===== src/rtl/demux_pkg.sv =====
// -----------------------------------------------------------------------------
// demux_pkg
//   Shared types and constants for the packet-aware 1-to-2 stream demux.
//
//   route_state_e : packet routing FSM state
//                   ST_IDLE  - between packets, route follows in_sel
//                   ST_ROUTE - inside a packet, route is locked
//   CH_A / CH_B   : encoding of the destination select (in_sel / locked_sel)
// -----------------------------------------------------------------------------
package demux_pkg;

   typedef enum logic {
      ST_IDLE  = 1'b0,
      ST_ROUTE = 1'b1
   } route_state_e;

   localparam logic CH_A = 1'b0;
   localparam logic CH_B = 1'b1;

endpackage : demux_pkg


===== src/rtl/demux_1_to_2_hold_stage.sv =====
// -----------------------------------------------------------------------------
// hold_stage
//   One-entry registered output stage with a valid/ready handshake on the
//   downstream side. A load writes data/last and raises valid one cycle later.
//   A handshake (valid && ready) without a new load empties the stage; a load
//   in the same cycle as a handshake refills it, so a beat can move through
//   every cycle.
//
// Ports
//   clk      in   clock, rising edge
//   rst      in   synchronous reset, active high
//   load_i   in   write data_i/last_i into the stage this cycle
//   data_i   in   beat payload to load
//   last_i   in   end-of-packet flag to load
//   ready_i  in   downstream consumer ready
//   valid_o  out  stage holds a beat
//   data_o   out  held payload (stable while valid_o && !ready_i)
//   last_o   out  held end-of-packet flag
// -----------------------------------------------------------------------------
module hold_stage #(
   parameter int DATA_WIDTH = 8
) (
   input  logic                  clk,
   input  logic                  rst,
   input  logic                  load_i,
   input  logic [DATA_WIDTH-1:0] data_i,
   input  logic                  last_i,
   input  logic                  ready_i,
   output logic                  valid_o,
   output logic [DATA_WIDTH-1:0] data_o,
   output logic                  last_o
);

   logic                  valid_q, valid_d;
   logic [DATA_WIDTH-1:0] data_q,  data_d;
   logic                  last_q,  last_d;

   always_comb begin
      // NOTE: every variable gets a default first so no path leaves it
      // unassigned; otherwise synthesis infers a latch.
      valid_d = valid_q;
      data_d  = data_q;
      last_d  = last_q;
      if (load_i) begin
         valid_d = 1'b1;
         data_d  = data_i;
         last_d  = last_i;
      end else if (valid_q && ready_i) begin
         valid_d = 1'b0;
      end
   end

   always_ff @(posedge clk) begin
      if (rst) begin
         // NOTE: the payload registers are reset as well, not just valid, so
         // the outputs read as zero after reset rather than stale data.
         valid_q <= 1'b0;
         data_q  <= '0;
         last_q  <= 1'b0;
      end else begin
         // NOTE: non-blocking assignments for all state, so every register
         // samples the pre-edge values regardless of statement order.
         valid_q <= valid_d;
         data_q  <= data_d;
         last_q  <= last_d;
      end
   end

   assign valid_o = valid_q;
   assign data_o  = data_q;
   assign last_o  = last_q;

endmodule : hold_stage


===== src/rtl/demux_1_to_2.sv =====
// -----------------------------------------------------------------------------
// demux_1_to_2
//   Packet-aware 1-to-2 valid/ready stream demultiplexer. The destination is
//   taken from in_sel on the first beat of a packet and held until the beat
//   carrying in_last is accepted, so a packet never splits across channels
//   and per-channel beat order is preserved. Each output has a one-entry
//   registered stage (latency 1, throughput 1 beat/cycle). The stage that is
//   not the current target keeps draining on its own.
//
// Ports
//   clk          in   clock, rising edge
//   rst          in   synchronous reset, active high (drops held beats and
//                     any locked route)
//   in_data      in   input beat payload
//   in_valid     in   input beat offered
//   in_last      in   input beat is the final beat of its packet
//   in_sel       in   destination 0 -> a, 1 -> b (first beat only)
//   in_ready     out  input beat accepted when in_valid && in_ready
//   out_a_data   out  channel a payload
//   out_a_last   out  channel a end-of-packet
//   out_a_valid  out  channel a beat offered
//   out_a_ready  in   channel a consumer ready
//   out_b_data   out  channel b payload
//   out_b_last   out  channel b end-of-packet
//   out_b_valid  out  channel b beat offered
//   out_b_ready  in   channel b consumer ready
// -----------------------------------------------------------------------------
module demux_1_to_2
   import demux_pkg::*;
#(
   parameter int DATA_WIDTH = 8
) (
   input  logic                  clk,
   input  logic                  rst,
   input  logic [DATA_WIDTH-1:0] in_data,
   input  logic                  in_valid,
   input  logic                  in_last,
   input  logic                  in_sel,
   output logic                  in_ready,
   output logic [DATA_WIDTH-1:0] out_a_data,
   output logic                  out_a_last,
   output logic                  out_a_valid,
   input  logic                  out_a_ready,
   output logic [DATA_WIDTH-1:0] out_b_data,
   output logic                  out_b_last,
   output logic                  out_b_valid,
   input  logic                  out_b_ready
);

   route_state_e state_q, state_d;
   logic         locked_sel_q, locked_sel_d;

   logic target;
   logic accept;
   logic load_a, load_b;
   logic a_valid, b_valid;

   // Destination of the beat currently offered: free choice between packets,
   // locked choice inside one.
   assign target = (state_q == ST_ROUTE) ? locked_sel_q : in_sel;

   // A stage can take a beat when it is empty or is emptying this cycle.
   // Deliberately independent of in_valid so upstream may wait on in_ready.
   assign in_ready = (target == CH_A) ? (!a_valid || out_a_ready)
                                      : (!b_valid || out_b_ready);

   assign accept = in_valid && in_ready;
   assign load_a = accept && (target == CH_A);
   assign load_b = accept && (target == CH_B);

   // Routing FSM: next state and locked route.
   always_comb begin
      state_d      = state_q;
      locked_sel_d = locked_sel_q;
      unique case (state_q)
         ST_IDLE: begin
            // A single-beat packet (in_last on the first beat) never locks.
            if (accept && !in_last) begin
               state_d      = ST_ROUTE;
               locked_sel_d = in_sel;
            end
         end
         ST_ROUTE: begin
            if (accept && in_last) begin
               state_d = ST_IDLE;
            end
         end
         default: state_d = ST_IDLE;
      endcase
   end

   always_ff @(posedge clk) begin
      if (rst) begin
         state_q      <= ST_IDLE;
         locked_sel_q <= CH_A;
      end else begin
         state_q      <= state_d;
         locked_sel_q <= locked_sel_d;
      end
   end

   hold_stage #(
      .DATA_WIDTH (DATA_WIDTH)
   ) u_stage_a (
      .clk     (clk),
      .rst     (rst),
      .load_i  (load_a),
      .data_i  (in_data),
      .last_i  (in_last),
      .ready_i (out_a_ready),
      .valid_o (a_valid),
      .data_o  (out_a_data),
      .last_o  (out_a_last)
   );

   hold_stage #(
      .DATA_WIDTH (DATA_WIDTH)
   ) u_stage_b (
      .clk     (clk),
      .rst     (rst),
      .load_i  (load_b),
      .data_i  (in_data),
      .last_i  (in_last),
      .ready_i (out_b_ready),
      .valid_o (b_valid),
      .data_o  (out_b_data),
      .last_o  (out_b_last)
   );

   assign out_a_valid = a_valid;
   assign out_b_valid = b_valid;

endmodule : demux_1_to_2


===== config.mk =====
export PLATFORM = sky130hd
export DESIGN_NAME = demux_1_to_2
export DESIGN_NICKNAME = d
export VERILOG_FILES = /design/src/rtl/demux_pkg.sv /design/src/rtl/demux_1_to_2_hold_stage.sv /design/src/rtl/demux_1_to_2.sv
export SDC_FILE = /design/constraint.sdc
export NUM_CORES = 1
export LEC_CHECK = 0
export BUFFER_PORTS_ARGS = -buffer_cell sky130_fd_sc_hd__buf_2
export CORE_UTILIZATION = 41
export CTS_BUF_LIST = sky130_fd_sc_hd__clkbuf_8 sky130_fd_sc_hd__clkbuf_16
export DETAILED_ROUTE_END_ITERATION = 12
export HOLD_SLACK_MARGIN = 0.12
export PLACE_DENSITY_LB_ADDON = 0.3
export SLEW_MARGIN = 15
export SYNTH_ARGS = -nofsm -noshare
export SYNTH_HDL_FRONTEND = slang
export SYNTH_HIERARCHICAL = 1
export SYNTH_SLANG_ARGS = --single-unit

===== constraint.sdc =====
create_clock -name clk -period 1.24 [get_ports clk]
set_input_delay 0.248 -clock clk [delete_from_list [all_inputs] [get_ports clk]]
set_output_delay 0.248 -clock clk [all_outputs]
set_load 0.01 [all_outputs]

==> summary.md <==
| Metric | Value |
|---|---|
| Status | `complete, but fails checks` |
| Failing checks | `setup timing` |
| Switching power | `0.394 mW` |
| Top post-synthesis cells by area | `dfxtp_1 (50%), mux2i_1 (23%), nor2_1 (7.7%), nand2b_1 (4.3%), buf_6 (2.6%)` |
| Critical Path AT | `1290 ps` |
| Die width | `48.2 um` |
| Critical Path Start Type | `register` |
| Diode count | `0` |
| Worst R2R Setup Slack | `-220 ps` |
| Fin nets | `approximately 140` |
| Hold buffer count at CTS | `0` |
| GR Util All Layers | `roughly 16%` |
| Data required, critical path | `990 ps` |
| Total design power | `1.58 mW` |
| Vias/cell | `between 4 and 5` |
| Initial core utilization | `44.1%` |
| GR met3 Demand/Resource | `4.07%` |
| Hold Path Class | `in -> reg` |
| Comb power frac | `around a fifth` |
| Worst r2r dst | `locked_sel_q` |
| TritonCTS clock tree | `yes` |
| Die area | `2320 um2` |
| M2 GR Usage | `between 20 and 30%` |
| Sequential element share of the synthesized area | `50.4%` |
| Pwr dens | `1300 nW/um2` |
| Synth unique cells | `16` |
| Iter 0 DRT Violations | `7` |
| Leak pwr | `0.577 nW` |
| Register-to-Register Path Depth | `6` |
| Commonest non-fill, non-tap cell in the layout | `buf_2` |
| Max-capacitance violation count | `0` |
| Worst Path Max Fanout | `2` |
| Busiest grt layer | `met2` |
| Layout cell share with drive strength beyond 1 | `45.6%` |
| FMAX | `650 MHz` |
| Fraction of power spent switching nets | `about 25%` |
| Post-Syn Area | `between 800 and 900 um2` |
| Synthesis-stage register bit count | `22` |
| First-pass iteration count of the detailed router | `4` |
| Post-Synthesis Net Count | `between 90 and 100` |
| Wire length per cell | `11.8 um` |
| Most frequent cells in the layout | `buf_2 (34), dfxtp_1 (21), mux2i_1 (18), nor2_1 (18), nand2b_1 (6)` |
| Area growth syn-to-layout | `39.8%` |
| Hold Path Cell Cnt | `2` |
| Global route total overflow | `0` |
| Io pins | `36` |
| Flop pwr share | `49.3%` |
| Clock slew at reported path FFs | `70 ps` |
| CP endpoint | `in_ready` |
| Fin. Hold Viols | `0` |
| Internal Power | `1.19 mW` |
| Syn Inst Count | `83` |
| Inserted Clock Buffers | `3` |
| Die height | `48.2 um` |
| CTS H-tree depth | `1` |
| Gp weighted congestion | `between 0.5 and 0.6` |
| Num Clock Sinks | `22` |
| Max-slew violations | `0` |
| IO buf count | `35` |
| Vias in the first global route | `619` |
| Final setup violation count | `23` |
| Critical path type | `reg -> out` |
| Clock power frac | `31.1%` |
| Total number of vias | `a little over 700` |
| Slew @ Worst Pin | `281 ps` |
| Standard-cell rows | `16` |
| CTS Buffer Depth | `2` |
| WL final | `1.80 mm` |
| Yosys top cell area share | `50.4%` |
| Mapped Avg Cell Area | `about 11 um2` |
| Final min period | `1540 ps` |
| Headroom to the max-slew limit | `81.2%` |
| Antenna violations before repair | `0` |
| Root buf cell | `clkbuf_8` |
| GR Util met1 | `18.3%` |
| Final setup margin | `-299 ps` |
| Synth area leader | `dfxtp_1` |
| Clock insertion delay at the later pin of the skew report | `250 ps` |
| CP endpoint kind | `primary output` |
| Residual DRC count | `0` |
| Worst vdd ir | `0.923 mV` |
| Core ar. | `1980 um2` |
| Layout Utilization | `61.6%` |
| Detail Placement HPWL | `1.27 mm` |
| Pin count of the biggest net entering global routing | `17` |
| Clock skew | `roughly 1.5 ps` |
| Final Cycle Share | `124%` |
| Syn. warnings | `6` |
| RSZ-0062 raised after global routing | `yes` |
| Post-DRT Antenna Nets | `0` |
| First-pass GRT wire length | `2.57 mm` |
==> power by group through the flow <==
stage / logic [mW] / clock network (mW) / registers [mW]
after floorplan: 0.153 / 0 / 0.814
after global routing: 0.338 / 0.535 / 0.787
final: 0.310 / 0.493 / 0.780
after global placement: 0.255 / 0 / 0.791
after CTS: 0.300 / 0.513 / 0.781
after detailed placement: 0.263 / 0 / 0.794
==> critical path, cell delays in order, from the launching register on <==
cell and delay [ps]:
dfxtp_4 370, mux2i_4 230, mux2_4 320, buf_6 120
==> flip-flops by register name, summed over array words and instances (netlist names), named ones only <==
| name | cells |
|---|---|
| u_stage_b/last_o | 1 |
| u_stage_b/valid_o | 1 |
| u_stage_a/data_o | 8 |
| u_stage_a/valid_o | 1 |
| locked_sel_q | 1 |
| u_stage_b/data_o | 8 |
| u_stage_a/last_o | 1 |
==> how the worst min path moves through the flow <==
stage	from	to	slack (ps)
floorplan	rst	register	310
global placement	u_stage_a/valid_o	u_stage_a/valid_o	470
detailed placement	u_stage_b/valid_o	u_stage_b/valid_o	480
CTS	in_last	register	220
global route	in_last	register	230
finish	in_last	register	230
==> cell usage after synthesis (all sizes together) <==
library cell	instances
nor3	1
buf	2
nand2b	6
a211oi	2
clkbuf	2
nand2	1
nand3b	1
mux2i	20
a21oi	2
dfxtp	22
inv	3
clkinv	1
nand3	1
nor2	18
mux2	1
==> repair_timing <==
item	CTS	global route
buffers inserted	1	1
endpoints found under the setup margin	23	23
gates cloned	2	0
gates resized for setup	10	5
pin swaps	1	0
==> layer usage <==
layer  up-vias  part of all wire (%)
li1        361                     -
met3         2                   5.8
met4         0                  0.22
met2        24                    51
met1       327                    43
met5         -                     0
==> cell type report <==
class                   instances  area, um2
multi-input cells              53        422
repair buffers                 40        219
clock buffers                   4       55.1
well taps                      27       33.8
fillers                       165        761
flip-flops and latches         22        444
repair inverters                2       17.5
inverters                       4       30.0
==> per-stage QoR <==
step                area (um2)  instances  worst slack, ps  setup TNS [ps]  hold WS, ps
floorplan                  883         83            -34.8            -438          313
global placement          1080        144            -87.3           -1180          470
detailed placement        1080        144             -151           -2300          481
CTS                       1200        151             -321           -2870          216
global route              1220        152             -348           -4640          230
finish                    1220        152             -299           -3070          230
==> cells by family (layout without fill, tap and decap cells) <==
kind of cell,after synthesis,count (layout),synth area share (%)
compound gates,4,4,3.44
buf+inv,8,50,5.44
flops,22,22,50.4
mux,21,21,24.2
simple gates,28,28,16.5
(Power assumes the default switching activity.)
